--- src/rtl/anfsqrt_sqrt_seq.sv ---
// Sequential restoring square root: one root bit per BUSY cycle, MSB first.
// Optional round-to-nearest of the root is enabled with macro ANFSQRT_ROUND_EN.
module anfsqrt_sqrt_seq #(
    parameter int WIDTH = 32
) (
    input  logic               clk,
    input  logic               rst,
    input  logic               in_valid,
    output logic               in_ready,
    input  logic [WIDTH-1:0]   query,
    output logic               out_valid,
    input  logic               out_ready,
    output logic [WIDTH/2-1:0] result,
    output logic [WIDTH/2:0]   rem,
    output logic               busy
);

    localparam int HALF = WIDTH / 2;
    localparam int CW   = $clog2(HALF + 1);

    typedef enum logic [1:0] {
        IDLE,
        BUSY,
        DONE
    } state_e;

    state_e            state_q, state_d;
    logic [WIDTH-1:0]  rad_q, rad_d;
    logic [HALF-1:0]   root_q, root_d;
    logic [HALF+1:0]   rem_q, rem_d;
    logic [CW-1:0]     cnt_q, cnt_d;
    logic [HALF-1:0]   result_q, result_d;
    logic [HALF:0]     rem_out_q, rem_out_d;

    logic [HALF+1:0]   rem_sh;
    logic [HALF+2:0]   trial;
    logic              trial_neg;
    logic [HALF+1:0]   step_rem;
    logic [HALF-1:0]   step_root;
    logic [HALF-1:0]   fin_root;

    // Before the last step the partial remainder never exceeds HALF bits,
    // so dropping its top two bits before the shift loses nothing.
    always_comb begin
        rem_sh    = {rem_q[HALF-1:0], rad_q[WIDTH-1 -: 2]};
        trial     = {1'b0, rem_sh} - {1'b0, root_q, 2'b01};
        trial_neg = trial[HALF+2];
        step_rem  = trial_neg ? rem_sh : trial[HALF+1:0];
        step_root = {root_q[HALF-2:0], ~trial_neg};
    end

`ifdef ANFSQRT_ROUND_EN
    always_comb begin
        fin_root = step_root;
        if (step_rem > {2'b00, step_root} && !(&step_root))
            fin_root = step_root + {{(HALF-1){1'b0}}, 1'b1};
    end
`else
    assign fin_root = step_root;
`endif

    // NOTE: every always_comb output gets a default first so no path can infer a latch.
    always_comb begin
        state_d   = state_q;
        rad_d     = rad_q;
        root_d    = root_q;
        rem_d     = rem_q;
        cnt_d     = cnt_q;
        result_d  = result_q;
        rem_out_d = rem_out_q;
        unique case (state_q)
            IDLE: begin
                if (in_valid) begin
                    rad_d   = query;
                    root_d  = '0;
                    rem_d   = '0;
                    cnt_d   = CW'(HALF);
                    state_d = BUSY;
                end
            end
            BUSY: begin
                rad_d  = rad_q << 2;
                root_d = step_root;
                rem_d  = step_rem;
                cnt_d  = cnt_q - CW'(1);
                if (cnt_q == CW'(1)) begin
                    result_d  = fin_root;
                    rem_out_d = step_rem[HALF:0];
                    state_d   = DONE;
                end
            end
            DONE: begin
                if (out_ready)
                    state_d = IDLE;
            end
            default: state_d = IDLE;
        endcase
    end

    // NOTE: sequential state uses non-blocking assignments so all registers update together.
    always_ff @(posedge clk) begin
        if (rst) begin
            state_q   <= IDLE;
            rad_q     <= '0;
            root_q    <= '0;
            rem_q     <= '0;
            cnt_q     <= '0;
            result_q  <= '0;
            rem_out_q <= '0;
        end else begin
            state_q   <= state_d;
            rad_q     <= rad_d;
            root_q    <= root_d;
            rem_q     <= rem_d;
            cnt_q     <= cnt_d;
            result_q  <= result_d;
            rem_out_q <= rem_out_d;
        end
    end

    assign in_ready  = (state_q == IDLE);
    assign busy      = (state_q == BUSY);
    assign out_valid = (state_q == DONE);
    assign result    = result_q;
    assign rem       = rem_out_q;

endmodule

--- config.mk ---
export PLATFORM = sky130hd
export DESIGN_NAME = anfsqrt_sqrt_seq
export DESIGN_NICKNAME = d
export VERILOG_FILES = /design/src/rtl/anfsqrt_sqrt_seq.sv
export SDC_FILE = /design/constraint.sdc
export NUM_CORES = 1
export LEC_CHECK = 0
export BUFFER_PORTS_ARGS = -buffer_cell sky130_fd_sc_hd__buf_2
export CAP_MARGIN = 30
export CORE_ASPECT_RATIO = 0.9
export CORE_MARGIN = 10
export CORE_UTILIZATION = 25
export CTS_CLUSTER_DIAMETER = 120
export CTS_CLUSTER_SIZE = 24
export DETAILED_ROUTE_END_ITERATION = 7
export HOLD_SLACK_MARGIN = 0.08
export PLACE_DENSITY = 0.52
export SLEW_MARGIN = 10
export SYNTH_ARGS = -nofsm -noshare
export SYNTH_HDL_FRONTEND = slang
export SYNTH_SLANG_ARGS = --single-unit
--- constraint.sdc ---
create_clock -name clk -period 2.45 [get_ports clk]
set_clock_uncertainty 0.2 [all_clocks]
set_input_delay 0 -clock clk [delete_from_list [all_inputs] [get_ports clk]]
set_output_delay 0 -clock clk [all_outputs]
set_load 0.03 [all_outputs]
=== After elaboration in Yosys (flattened, before gate mapping) ===
Index checks and enable logic that the tools add are counted.

* Register bits: 104
* Bits of input ports: 36
* Output and inout bits: 36
* Logic and storage cells: 34

* $add $sub $neg: 2
* Equality and inequality tests: 6
* Multiplexer cells: 13
* Bitwise operators: 1
* Reduce and logical (&&, ||, !) cells: 5

{| class="wikitable"
|+ Operator list
! kind !! count
|-
| 16-bit case mux with 2 select lines || 2
|-
| 32-bit case mux with 2 select lines || 1
|-
| 16-bit two-way mux || 2
|-
| 32-bit two-way mux || 1
|-
| 18-bit by 18-bit subtractor with 19-bit output || 1
|-
| 17-bit two-way mux || 1
|-
| 5-bit case mux with 2 select lines || 1
|-
| 2-bit two-way mux || 3
|-
| 2-bit case mux with 3 select lines || 1
|-
| 5-bit by 1-bit equality test with 1-bit output, second input constant || 1
|-
| 5-bit two-way mux || 1
|-
| 5-bit by 1-bit subtractor with 5-bit output, second input constant || 1
|-
| 2-bit by 1-bit inequality test with 1-bit output, second input constant || 2
|-
| 2-bit AND reduction || 2
|-
| 3-bit AND reduction || 1
|-
| 2-bit by 1-bit equality test with 1-bit output, second input constant || 1
|-
| 2-bit equality test, second input constant || 1
|-
| 2-bit logical NOT || 1
|-
| 2-bit inequality test, second input constant || 1
|-
| 2-bit nonzero test || 1
|-
| 1-bit NOT || 1
|}

=== Depth between registers and ports, before layout ===
* Depth after elaboration: 3
* Mapped depth: 11
* Mapped depth without buffers: 9

=== Worst setup path before layout ===
No wires, ideal clock.

* Kind: reg-to-reg
* From: register root_q[3]
* To: register rem_q[15]
* Library setup time: 0.117 ns
* Arrival: 2.239 ns
* Slack: -0.105 ns
* Cell stages (with the launch flop): 11
* Period minus slack after synthesis: 2.555 ns
* Path through: dfxtp_1 > inv_1 > ha_1 > or3_1 > a21oi_2 > a21o_2 > o21ai_2 > a21o_1 > buf_6 > mux2_4 > a22o_1

* Word-level cells in the longest chain between the ends: 3

{| class="wikitable"
|+ RTL lines
! item !! RTL line !! RTL
|-
| start, declared || 29 || <nowiki>logic [HALF-1:0] root_q, root_d;</nowiki>
|-
| start signal, assigned || 113 || <nowiki>root_q <= root_d;</nowiki>
|-
| 18-bit by 18-bit subtractor with 19-bit output || 46 || <nowiki>trial = {1'b0, rem_sh} - {1'b0, root_q, 2'b01};</nowiki>
|-
| 17-bit two-way mux || 48 || <nowiki>step_rem = trial_neg ? rem_sh : trial[HALF+1:0];</nowiki>
|-
| 16-bit case mux with 2 select lines || 71 || <nowiki>unique case (state_q)</nowiki>
|-
| end signal, assigned || 114 || <nowiki>rem_q <= rem_d;</nowiki>
|-
| end, declared || 30 || <nowiki>logic [HALF+1:0] rem_q, rem_d;</nowiki>
|}

Every way passes these cells.
A chain may end at the register's enable or synchronous reset.

=== Worst setup path after layout ===
* From: register rem_q[3]
* To: register rem_q[15]

* Word-level cells in the longest chain between the ends: 3

{| class="wikitable"
|+ RTL lines
! item !! RTL line
|-
| 18-bit by 18-bit subtractor with 19-bit output || 46
|-
| 17-bit two-way mux || 48
|-
| 16-bit case mux with 2 select lines || 71
|}

Every way passes these cells.

==> summary.md <==
| Metric | Value |
|---|---|
| Syn Std Cell Area | 5180 um^2 |
| Top_reg_cell synth | dfxtp_1 |
| N_diodes | 0 |
| Chip height | 157 um |
| Most common cell after layout, fill and taps aside | dfxtp_1 |
| Vias per Instance | 4.74 |
| Slew headroom | 58.5% |
| Initial core utilization | 25.7% |
| Max H-tree Level | 3 |
| Met2 Use GR | 17.0% |
| Gate Count Post-Synth | 612 |
| Violated checks | negative setup slack |
| Share of synthesized registers carrying an async set or reset | 0% |
| Setup WS post-layout | -0.0681 ns |
| Clock latency on the worst-skew pair | 0.35 ns |
| Worst-path maximum fanout | 3 |
| GRT Overall Usage | 11.6% |
| Top Usage Layer GRT | met2 |
| Post-route insts no fill | 1029 |
| Slew Limit Fails | 0 |
| VDD IR max | 0.922 mV |
| Commonest non-fill, non-tap cells in the layout | dfxtp_1, buf_4, a21oi_1, nor2_1, buf_2 |
| CP Launch Type | flip-flop |
| Dpl cells | 973 |
| Std-Cell Core Area | 20200 um^2 |
| Period utilization | 103% |
| Max-cap violation count | 0 |
| Die X | 172 um |
| Post-Route WL | 15700 um |
| Via count | 4878 |
| Final Critical Period | 2.52 ns |
| Number of buffers created by CTS | 9 |
| Max Clk Rate | 0.397 GHz |
| Initial antenna violation count | 0 |
| Root buffer cell | clkbuf_16 |
| DP HPWL | 10700 um |
| EDFF count, synth | 0 |
| Kind of critical path | flip-flop to flip-flop |
| First-pass DRT Iterations | 5 |
| Vias in the first global route | 4746 |
| Met1 usage | 16.2% |
| CTS clk-pin slew, worst paths | 0.07 ns |
| Pin count of the biggest net entering global routing | 52 |
| GRT overflow | 0 |
| Row cnt | 49 |
| Critical path arrival | 2.56 ns |
| Area Growth Syn to Fin | 36.9% |
| DRT antenna net count | 0 |
| Synthesized area per cell | 8.46 um^2 |
| Crit path capture type | flip-flop |
| Hold Path Class | input port to flip-flop |
| #FFs+latches synth | 104 |
| Slew @ Worst Pin | 0.620 ns |
| Final setup fails | 2 |
| CTS tree | yes |
| Status | complete, but fails checks |
| Yosys warns | 0 |
| Setup TNS | -0.107 ns |
| Leakage | 2.99 nW |
| Place WS | -0.0844 ns |
| GPL Wtd Cong | 0.871 |
| CTS max path bufs | 2 |
| PwrDens | 1210 nW/um^2 |
| Clk sinks | 104 |
| DRT iter0 DRCs | 366 |
| Sequential area share after synthesis | 40.2% |
| Die area | 26900 um^2 |
| Worst Hold Slack | 0.141 ns |
| CP required | 2.49 ns |
| Buffers on Ports | 71 |
| Endpoints failing hold | 0 |
| I/O Pins | 72 |
| Syn Nets | 667 |
| Wire length per cell | 15.3 um |
| Nets@finish | 825 |
| Number of distinct library cells after synthesis | 60 |
| Number of remaining DRC errors | 0 |
| RSZ-0062 raised after global routing | true |
| Routing usage on met3 | 2.29% |
| First-pass GRT wire length | 25200 um |
| Fraction of final layout cells sized beyond drive strength 1 | 31.0% |
## through the flow
step	power [mW]	util, %	area [um^2]
after CTS	8.29	34.8	7020
after global routing	9.06	35.1	7090
after floorplan	5.06	-	5210
after detailed placement	6.49	31.3	6300
after global placement	6.48	31.3	6300
final	8.57	35.1	7090
## synthesized netlist by cell type (all sizes together), types with 3 or more instances
cell	instances	share of area [%]
mux2i	11	2.1
o221a	30	6.5
xnor2	8	1.4
clkbuf	38	2.8
and3	3	0.36
a21oi	74	7.3
a22oi	18	2.6
dfxtp	104	40
a21o	7	1.0
nand2	51	3.7
or3	3	0.36
o21a	6	0.87
nor2b	35	4.2
nor3	8	0.77
o21ai	33	3.3
ha	19	4.6
nand3	7	0.68
inv	24	1.7
buf	6	0.92
xor2	5	0.85
nor2	72	5.2
a211oi	7	1.0
nor4	5	0.72
## per-layer routing
metal | part of all wire, % | wire (um)
met2 | 43 | 6830
met1 | 50 | 7870
met5 | 0 | 0
met3 | 4.5 | 712
met4 | 2.0 | 315
## critical path: stages, from the launching register on
cell,delay [ns]
dfxtp_2,0.38
ha_4,0.21
or3_1,0.35
a21oi_2,0.18
a21o_2,0.14
o21ai_2,0.07
a21o_1,0.23
buf_4,0.16
mux2_4,0.30
a22o_1,0.19
## layout make-up
class / instances / area (um^2)
clock buffer: 12 / 246
clock inverter: 3 / 42.5
fill: 2052 / 13100
inverter: 25 / 93.8
multi-input combinational: 439 / 2930
sequential: 104 / 2090
tap: 255 / 319
timing repair buffer: 191 / 1370
## worst paths after layout
kind              from         to  slack [ns]  cells after the start
min reg2reg  result[7]  result[7]        0.25                      2
min           in_valid   rem_q[9]        0.14                      7
max reg2reg   rem_q[3]  rem_q[15]       -0.07                      9
max           rem_q[3]  rem_q[15]       -0.07                      9
## kinds of logic (layout without fill, tap and decap cells)
group,Yosys count,after routing,synth area share [%]
xor gates and xnor gates,13,13,2.20
buffers and inverters,69,231,5.49
AOI/OAI and AO/OA,196,196,26.8
muxes,13,13,2.63
DFF,104,104,40.2
adders and majority gates,19,19,4.59
and+or+nand+nor,198,198,18.1
## power by group
group	internal [mW]	switching, mW	leakage [nW]	total (mW)
Combinational	2.61	2.49	1.99	5.10
Clock	0.815	0.636	0.139	1.45
Sequential	1.87	0.150	0.853	2.02
Total	5.29	3.28	2.99	8.57
## state kept, by name, indices dropped and copies added, names as in the netlist
name and flops:
result 16, cnt_q 5, root_q 16, state_q 2, rad_q 32, rem 17, rem_q 16
## repair_timing
item,4_1_cts,5_1_grt
resized for setup,15,10
endpoints found under the hold margin,38,0
hold buffers,37,0
buffers inserted,1,4
pin swaps,8,4
setup endpoints to repair,22,33
Power figures use the tool's default switching activity.
